File: config.mk
export PLATFORM = sky130hd
export DESIGN_NAME = etx_arbiter_flat
export DESIGN_NICKNAME = d
export VERILOG_FILES = /design/src/rtl/etx_arbiter_if.sv /design/src/rtl/etx_arbiter.sv /design/src/flat_wrapper.sv
export SDC_FILE = /design/constraint.sdc
export NUM_CORES = 1
export LEC_CHECK = 0
export ABC_AREA = 1
export CORE_AREA = 2 2 168 170
export DETAILED_ROUTE_END_ITERATION = 7
export DIE_AREA = 0 0 170 172
export PLACE_DENSITY = 0.72
export SYNTH_ARGS = -nofsm -noshare
export SYNTH_HDL_FRONTEND = slang
export SYNTH_SLANG_ARGS = --single-unit
File: constraint.sdc
create_clock -name clk -period 5.1 [get_ports clk]
set_input_delay 1.02 -clock clk [delete_from_list [all_inputs] [get_ports clk]]
set_output_delay 1.02 -clock clk [all_outputs]
set_load 0.05 [all_outputs]
File: src/rtl/etx_arbiter_if.sv
// etx_arbiter_if: channel bundle between the emesh FIFO side and the
// transmit arbiter.
//   txrr_* / txwr_* / txrd_* : access + packet in, wait out (one per channel)
//   tx_wr_wait / tx_rd_wait  : remote pushback, already synchronized
//   tx_io_wait               : downstream IO busy
//   tx_access / tx_packet / tx_burst : registered output packet stream
// The slave modport is the arbiter's view; master is the driving side.
interface etx_arbiter_if #(
    parameter int PW = 104
);
    logic          txrr_access;
    logic [PW-1:0] txrr_packet;
    logic          txrr_wait;
    logic          txwr_access;
    logic [PW-1:0] txwr_packet;
    logic          txwr_wait;
    logic          txrd_access;
    logic [PW-1:0] txrd_packet;
    logic          txrd_wait;
    logic          tx_wr_wait;
    logic          tx_rd_wait;
    logic          tx_io_wait;
    logic          tx_access;
    logic [PW-1:0] tx_packet;
    logic          tx_burst;

    modport slave (
        input  txrr_access, txrr_packet, txwr_access, txwr_packet,
               txrd_access, txrd_packet, tx_wr_wait, tx_rd_wait, tx_io_wait,
        output txrr_wait, txwr_wait, txrd_wait, tx_access, tx_packet, tx_burst
    );

    modport master (
        output txrr_access, txrr_packet, txwr_access, txwr_packet,
               txrd_access, txrd_packet, tx_wr_wait, tx_rd_wait, tx_io_wait,
        input  txrr_wait, txwr_wait, txrd_wait, tx_access, tx_packet, tx_burst
    );
endinterface

File: src/rtl/etx_arbiter.sv
// etx_arbiter: schedules the read-response, write and read-request emesh
// channels onto the single registered packet stream feeding the serializer.
//   clk    : core clock (tx_lclk_div4)
//   nreset : asynchronous active-low reset
//   bus    : etx_arbiter_if.slave (channel requests/waits, pushback, output)
// Priority: an open write burst continues first, then read responses, then
// read requests / writes in round-robin. Write continuation beats
// (datamode 11, same ctrlmode, address +8) are flagged on tx_burst.
module etx_arbiter #(
    parameter int PW       = 104,
    parameter int AW       = 32,
    parameter int BURSTMAX = 16
) (
    input  logic         clk,
    input  logic         nreset,
    etx_arbiter_if.slave bus
);
    localparam int CW = $clog2(BURSTMAX);

    typedef enum logic [1:0] {IDLE, SINGLE, BURST} state_t;

    state_t        state_q, state_d;
    logic          tx_access_q, tx_access_d;
    logic          tx_burst_q, tx_burst_d;
    logic [PW-1:0] tx_packet_q, tx_packet_d;
    logic [CW-1:0] burst_cnt_q, burst_cnt_d;
    logic          ptr_wr_q, ptr_wr_d;   // 1: wr has round-robin priority

    logic slot_free, rr_ok, wr_ok, rd_ok, wr_chain;
    logic grant_rr, grant_wr, grant_rd;

    assign slot_free = ~tx_access_q | ~bus.tx_io_wait;
    assign rr_ok     = bus.txrr_access & ~bus.tx_wr_wait;
    assign wr_ok     = bus.txwr_access & ~bus.tx_wr_wait;
    assign rd_ok     = bus.txrd_access & ~bus.tx_rd_wait;

    // BURST implies the held packet is a wr-channel grant with datamode 11,
    // so only the candidate side and the beat limit need checking here.
    assign wr_chain = (state_q == BURST)
                    && (burst_cnt_q < CW'(BURSTMAX - 1))
                    && wr_ok
                    && bus.txwr_packet[0]
                    && (bus.txwr_packet[2:1] == 2'b11)
                    && (bus.txwr_packet[6:3] == tx_packet_q[6:3])
                    && (bus.txwr_packet[AW+7:8] == tx_packet_q[AW+7:8] + AW'(8));

    always_ff @(posedge clk or negedge nreset) begin
        if (!nreset) begin
            state_q     <= IDLE;
            tx_access_q <= 1'b0;
            tx_burst_q  <= 1'b0;
            tx_packet_q <= '0;
            burst_cnt_q <= '0;
            ptr_wr_q    <= 1'b0;
        end else begin
            state_q     <= state_d;
            tx_access_q <= tx_access_d;
            tx_burst_q  <= tx_burst_d;
            tx_packet_q <= tx_packet_d;
            burst_cnt_q <= burst_cnt_d;
            ptr_wr_q    <= ptr_wr_d;
        end
    end

    always_comb begin
        state_d     = state_q;
        tx_access_d = tx_access_q;
        tx_burst_d  = tx_burst_q;
        tx_packet_d = tx_packet_q;
        burst_cnt_d = burst_cnt_q;
        ptr_wr_d    = ptr_wr_q;
        if (grant_rr | grant_wr | grant_rd) begin
            tx_access_d = 1'b1;
            if (grant_rr)      tx_packet_d = bus.txrr_packet;
            else if (grant_wr) tx_packet_d = bus.txwr_packet;
            else               tx_packet_d = bus.txrd_packet;
            if (grant_wr && wr_chain) begin
                state_d     = BURST;
                burst_cnt_d = burst_cnt_q + 1'b1;
                tx_burst_d  = 1'b1;
            end else if (grant_wr && (bus.txwr_packet[2:1] == 2'b11)) begin
                state_d     = BURST;
                burst_cnt_d = '0;
                tx_burst_d  = 1'b0;
            end else begin
                state_d     = SINGLE;
                burst_cnt_d = '0;
                tx_burst_d  = 1'b0;
            end
            if (grant_wr)      ptr_wr_d = 1'b0;
            else if (grant_rd) ptr_wr_d = 1'b1;
        end else if (slot_free) begin
            state_d     = IDLE;
            tx_access_d = 1'b0;
            tx_burst_d  = 1'b0;
            burst_cnt_d = '0;
        end
    end

    always_comb begin
        grant_rr = 1'b0;
        grant_wr = 1'b0;
        grant_rd = 1'b0;
        if (slot_free) begin
            if (wr_chain)                       grant_wr = 1'b1;
            else if (rr_ok)                     grant_rr = 1'b1;
            else if (rd_ok && (!ptr_wr_q || !wr_ok)) grant_rd = 1'b1;
            else if (wr_ok)                     grant_wr = 1'b1;
        end
        bus.txrr_wait = bus.txrr_access & ~grant_rr;
        bus.txwr_wait = bus.txwr_access & ~grant_wr;
        bus.txrd_wait = bus.txrd_access & ~grant_rd;
        bus.tx_access = tx_access_q;
        bus.tx_packet = tx_packet_q;
        bus.tx_burst  = tx_burst_q;
    end
endmodule

File: src/flat_wrapper.sv
// flat-port wrapper written by rule: the top's interface ports become plain ports
module etx_arbiter_flat 
#(
    parameter int PW       = 104,
    parameter int AW       = 32,
    parameter int BURSTMAX = 16
)
  (clk, nreset, bus_txrr_access, bus_txrr_packet, bus_txwr_access, bus_txwr_packet, bus_txrd_access, bus_txrd_packet, bus_tx_wr_wait, bus_tx_rd_wait, bus_tx_io_wait, bus_txrr_wait, bus_txwr_wait, bus_txrd_wait, bus_tx_access, bus_tx_packet, bus_tx_burst);
  etx_arbiter_if #(.PW(PW)) bus_i ();
  input  logic clk;
  input  logic nreset;
  input wire logic [$bits(bus_i.txrr_access)-1:0] bus_txrr_access;
  input wire logic [$bits(bus_i.txrr_packet)-1:0] bus_txrr_packet;
  input wire logic [$bits(bus_i.txwr_access)-1:0] bus_txwr_access;
  input wire logic [$bits(bus_i.txwr_packet)-1:0] bus_txwr_packet;
  input wire logic [$bits(bus_i.txrd_access)-1:0] bus_txrd_access;
  input wire logic [$bits(bus_i.txrd_packet)-1:0] bus_txrd_packet;
  input wire logic [$bits(bus_i.tx_wr_wait)-1:0] bus_tx_wr_wait;
  input wire logic [$bits(bus_i.tx_rd_wait)-1:0] bus_tx_rd_wait;
  input wire logic [$bits(bus_i.tx_io_wait)-1:0] bus_tx_io_wait;
  output wire logic [$bits(bus_i.txrr_wait)-1:0] bus_txrr_wait;
  output wire logic [$bits(bus_i.txwr_wait)-1:0] bus_txwr_wait;
  output wire logic [$bits(bus_i.txrd_wait)-1:0] bus_txrd_wait;
  output wire logic [$bits(bus_i.tx_access)-1:0] bus_tx_access;
  output wire logic [$bits(bus_i.tx_packet)-1:0] bus_tx_packet;
  output wire logic [$bits(bus_i.tx_burst)-1:0] bus_tx_burst;
  assign bus_i.txrr_access = bus_txrr_access;
  assign bus_i.txrr_packet = bus_txrr_packet;
  assign bus_i.txwr_access = bus_txwr_access;
  assign bus_i.txwr_packet = bus_txwr_packet;
  assign bus_i.txrd_access = bus_txrd_access;
  assign bus_i.txrd_packet = bus_txrd_packet;
  assign bus_i.tx_wr_wait = bus_tx_wr_wait;
  assign bus_i.tx_rd_wait = bus_tx_rd_wait;
  assign bus_i.tx_io_wait = bus_tx_io_wait;
  assign bus_txrr_wait = bus_i.txrr_wait;
  assign bus_txwr_wait = bus_i.txwr_wait;
  assign bus_txrd_wait = bus_i.txrd_wait;
  assign bus_tx_access = bus_i.tx_access;
  assign bus_tx_packet = bus_i.tx_packet;
  assign bus_tx_burst = bus_i.tx_burst;
  etx_arbiter #(.PW(PW), .AW(AW), .BURSTMAX(BURSTMAX)) u_core (.clk(clk), .nreset(nreset), .bus(bus_i));
endmodule
Word level (Yosys, flattened, before mapping):

Cells that the tools add are included.

* output and inout bits: 109
* input port bits: 320
* memories: 0
* RAM bits: 0
* ROM bits: 0
* flip-flop bits (word level): 113
* bits in latches: 0

* multiplexer cells: 27
* $lt $le $gt $ge: 1
* add/sub/neg operators: 2
* divide/modulo/power cells: 0
* shifts and indexed selects: 0
* multiply operators: 0
* reduce and logical (&&, ||, !) cells: 15
* bitwise operators: 16
* equal/unequal tests: 4

Operators by type and width (number)
* 104-bit two-way mux: 2
* 32-bit by 4-bit adder with 32-bit output, second input constant: 1
* 32-bit == test: 1
* 1-bit two-way mux: 18
* 4-bit two-way mux: 3
* 1-bit logical AND: 9
* 2-bit two-way mux: 4
* 1-bit inverter: 7
* 1-bit AND: 6
* 4-bit by 1-bit adder with 4-bit output, second input constant: 1
* 2-bit == test, second input constant: 2
* 4-bit == test: 1
* 4-bit < comparator, second input constant: 1
* 2-bit nonzero test: 2
* 1-bit OR: 3
* 1-bit zero test: 2
* 2-bit AND reduction: 1
* 1-bit logical OR: 1

Longest topological paths before layout:

* depth in word-level cells: 13
* gate-level depth with buffers: 23
* depth with buffers taken out: 20

Worst setup path after synthesis:

Ideal clock, no wire load.

* path type: flip-flop to output port
* from: register u_core.tx_packet_q[11] (netlist: u_core.bus.tx_packet[11])
* to: output bus_txrr_wait
* slack: 715 ps
* arrival time: 3365 ps
* data required time: 4080 ps
* cell stages (with the launch flop): 21
* path through: dfrtp_1 -> ha_1 -> nand2_1 -> nor2_2 -> nand2_1 -> nor2_2 -> nand2_1 -> nand2_1 -> nand2_1 -> inv_1 -> nand2_1 -> nor2_1 -> nand2_1 -> nor2_1 -> nand3_1 -> nand2_1 -> buf_2 -> buf_2 -> buf_4 -> inv_1 -> nor2_1

* cells in the longest elaborated chain, start to end: 7

RTL lines
* start, declared: RTL line etx_arbiter.sv:25 `logic [PW-1:0] tx_packet_q, tx_packet_d;`
* start signal, assigned: RTL line etx_arbiter.sv:59 `tx_packet_q <= tx_packet_d;`
* 32-bit by 4-bit adder with 32-bit output: RTL line etx_arbiter.sv:45 `&& (bus.txwr_packet[AW+7:8] == tx_packet_q[AW+7:8] + AW'(8));`
* 32-bit == test: RTL line etx_arbiter.sv:45
* 1-bit logical AND: RTL line etx_arbiter.sv:45
* 1-bit two-way mux: RTL line etx_arbiter.sv:105 `if (wr_chain) grant_wr = 1'b1;`
* 1-bit two-way mux: RTL line etx_arbiter.sv:104 `if (slot_free) begin`
* 1-bit inverter: RTL line etx_arbiter.sv:110 `bus.txrr_wait = bus.txrr_access & ~grant_rr;`
* 1-bit AND: RTL line etx_arbiter.sv:110
* end, declared: RTL line flat_wrapper.sv:21 `output wire logic [$bits(bus_i.txrr_wait)-1:0] bus_txrr_wait;`

Every way passes these cells.

Final worst setup path:

* from: register u_core.tx_packet_q[11] (netlist: u_core.bus.tx_packet[11])
* to: output bus_txrd_wait

* cells in the longest elaborated chain, start to end: 7

RTL lines
* 32-bit by 4-bit adder with 32-bit output: RTL line etx_arbiter.sv:45
* 32-bit == test: RTL line etx_arbiter.sv:45
* 1-bit logical AND: RTL line etx_arbiter.sv:45
* 1-bit two-way mux: RTL line etx_arbiter.sv:105
* 1-bit two-way mux: RTL line etx_arbiter.sv:104
* 1-bit inverter: RTL line etx_arbiter.sv:112 `bus.txrd_wait = bus.txrd_access & ~grant_rd;`
* 1-bit AND: RTL line etx_arbiter.sv:112
* end, declared: RTL line flat_wrapper.sv:23 `output wire logic [$bits(bus_i.txrd_wait)-1:0] bus_txrd_wait;`

Every way passes these cells.

==> reports/metrics.csv <==
stage,metric,value,unit
run_status,outcome,finished clean,
global_routing,grt_pass1_vias,9439,
critical_path,critPathMaxFanout,6,
yosys,synth_seq_area_share,33.7,%
critical_path,worstPathRequired,4.08,ns
global_routing,grt_remaining_overflow,0,
sta,finalCritPeriodShare,86.6,%
critical_path,r2r_slack,1.15,ns
detailed_routing,viasPerCell,4.93,
detailed_routing,post_drt_wl_per_cell,16.9,um
detailed_routing,drt-total-wl,35000,um
cts,cts_setup_buffers,0,
cts,htreeDepth,4,
sta,min_period,4.42,ns
final_layout,final_cell_area,13500,um2
pwr,p_leak,6.28,nW
critical_path,start_kind,flop,
yosys,synth_area_leaders,"dfrtp_1 (34%), nand2_1 (22%), nand3_1 (20%), or2_2 (7.9%), inv_1 (2.9%)",
sta,finalClockSkew,0.0144,ns
cts,clockBufferDepth,2,
floorplanning,pin_count,429,
final_layout,layout-drive-gt1-share,9.99,%
cts,root_buffer,clkbuf_16,
final_layout,fin_util,49.2,%
place,place.detailed.hpwl,26000,um
detailed_routing,drtIter0Drc,696,
flow_run,maxCapViolCount,0,
sta,slew_viol_final,0,
cts,numCtsBuffers,17,
cts,ctsResizeCount,0,
global_routing,grt_pass1_wl,52500,um
yosys,yosys.area_share.simple,55.8,%
yosys,synthMuxAreaShare,0,%
yosys,synth_fa_ha_area_share,0.298,%
floorplanning,row_count,61,
sta,max_clock_freq,226,MHz
yosys,synth_top_area_share,33.7,%
min_path,hp-class,flop to flop,
cts,cts_tree,built,
cts,holdBufCountCts,0,
pwr,p_per_area,358,nW/um2
yosys,yosysUniqueCellTypes,29,
sta,setup_viol,0,
sta,worstMarginPinSlew,0.893,ns
floorplanning,start_util,30.6,%
place,numPortBuffers,428,
cts,worstSkewPairLatency,0.42,ns
yosys,synth-compound-area-share,1.12,%
critical_path,path_class,flop to output pin,
yosys,synth_top_family_by_area,simple AND/OR/NAND/NOR gates,
yosys,netlist_area,8400,um2
global_routing,grt.total_usage,23.0,%
sta,tns,0,ns
yosys,synth_xor_area_share,1.56,%
global_routing,antenna_found_initial,2,
sta,rsz0062_at_grt,false,
yosys,synth_nets,1648,
floorplanning,die_area,29200,um2
detailed_routing,vias,10200,
final_layout,nNetsFinal,2031,
cts,clk_pin_slew_worst_paths,0.06,ns
pwr,peakVddDrop,0.000206,V
critical_path,critical_path_arrival,3.40,ns
global_routing,grt_max_degree,106,
floorplanning,design.core.area,27500,um2
critical_path,worstSetupEndpointType,output pin,
sta,slew_headroom,40.5,%
cts,cts_sinks,113,
yosys,synth_area_leader_cell,dfrtp_1,
floorplanning,die_w,170,um
yosys,yosys_warnings,0,
floorplanning,die_y,172,um
yosys,syn_inst,1326,
detailed_routing,drt-pass1-iter-count,5,
yosys,synth_seq_cells,113,
sta,finalHoldViolCount,0,
detailed_routing,drc_errors,0,
yosys,syn_avg_cell_area,6.33,um2
final_layout,area_delta_synth_final,61.0,%
detailed_routing,detail-route-antenna-nets,0,
place,gp_congestion,0.919,
place,placed_area,12900,um2
==> cells in the final DEF, fill, tap and decap left out, drive strengths merged, types with 9 or more instances in the layout <==
cell type,n
buf,19
clkbuf,18
clkdlybuf4s50,424
dfrtp,113
inv,72
nand2,494
nand3,342
nand3b,9
nor2,73
o21ai,9
or2,106
==> path summary, 6_finish.rpt <==
kind | startpoint | end | depth (start not counted)
min in group asynchronous | nreset | u_core.bus.tx_packet[50] | 1
min reg2reg | u_core.bus.tx_packet[46] | u_core.bus.tx_packet[46] | 2
max | u_core.bus.tx_packet[11] | bus_txrd_wait | 16
max in group asynchronous | nreset | u_core.ptr_wr_q | 2
min | u_core.bus.tx_packet[46] | u_core.bus.tx_packet[46] | 2
max reg2reg | u_core.bus.tx_packet[11] | u_core.bus.tx_packet[103] | 19
==> registers in the layout, summed over array words and instances, names as in the netlist <==
name                  flops
u_core.bus.tx_burst       1
u_core.bus.tx_packet    104
u_core.bus.tx_access      1
u_core.burst_cnt_q        4
u_core.state_q            2
u_core.ptr_wr_q           1
==> layer usage <==
metal | global-route usage, % | routed length, um | share of wire [%] | vias to the layer above
met2 | 38.9 | 17000 | 49 | 401
li1 | - | - | - | 5018
met1 | 29.3 | 14700 | 42 | 4735
met3 | 5.01 | 2370 | 6.8 | 50
met5 | 0 | 0 | 0 | -
met4 | 7.80 | 895 | 2.6 | 0
==> final cells by class <==
| class | count | area [um2] |
|---|---|---|
| Fill cell | 2806 | 14000 |
| Antenna cell | 3 | 7.51 |
| Multi-Input combinational cell | 1065 | 4940 |
| Sequential cell | 113 | 2830 |
| Tap cell | 346 | 433 |
| Timing Repair Buffer | 443 | 4440 |
| Clock buffer | 18 | 439 |
| Clock inverter | 14 | 176 |
| Inverter | 69 | 260 |
==> report_power, final <==
part / internal [W] / switching, W
clock network: 0.000790 / 0.000486
logic: 0.000844 / 0.00140
registers: 0.00111 / 0.000216
total: 0.00274 / 0.00210
==> cell usage after synthesis <==
library cell	count
clkbuf_1	34
nand2_4	2
nand2_1	491
nand3_4	1
xnor2_1	8
nand3_1	341
nor2_1	65
nor2_4	3
ha_1	2
inv_1	66
buf_6	2
a211oi_1	1
or2_2	106
inv_2	2
o21ai_1	3
nor3_1	2
o21bai_1	3
nor2_2	5
buf_4	5
o21ai_0	6
clkinv_1	1
a21oi_1	2
nand2_2	1
nand4_1	6
dfrtp_1	113
buf_2	38
a22o_1	1
nand3b_1	9
xor2_1	7
==> critical path, stage by stage (launching register included) <==
cell and delay [ns]:
dfrtp_1 0.45, ha_1 0.25, nand2_1 0.10, nor2_2 0.21, nand2_2 0.15, nor2_1 0.25
nand3_1 0.11, nand3_1 0.10, nand2_1 0.05, inv_1 0.04, nand2_1 0.04, nor2_1 0.30
nand3_1 0.27, nand2_1 0.20, inv_1 0.08, nor2_1 0.20, buf_12 0.17
==> kinds of logic (layout without fill, tap and decap cells) <==
logic type	count (synthesis)	count (layout)
compound gates	16	16
xor+xnor	15	15
fa+ha+maj	2	2
buf+inv	148	544
flops	113	113
other cells	0	3
simple gates	1032	1032
==> stage by stage <==
step	worst slack (ns)	instances	power (W)	hold slack, ns
2_1_floorplan	0.715	1326	0.00264	0.440
3_3_place_gp	0.695	2036	0.00356	0.461
3_5_place_dp	0.688	2036	0.00358	0.464
4_1_cts	0.640	2068	0.00488	0.479
5_1_grt	0.399	2070	0.00509	0.501
6_report	0.685	2071	0.00484	0.475
No activity file was read; power rests on OpenSTA's default activity.
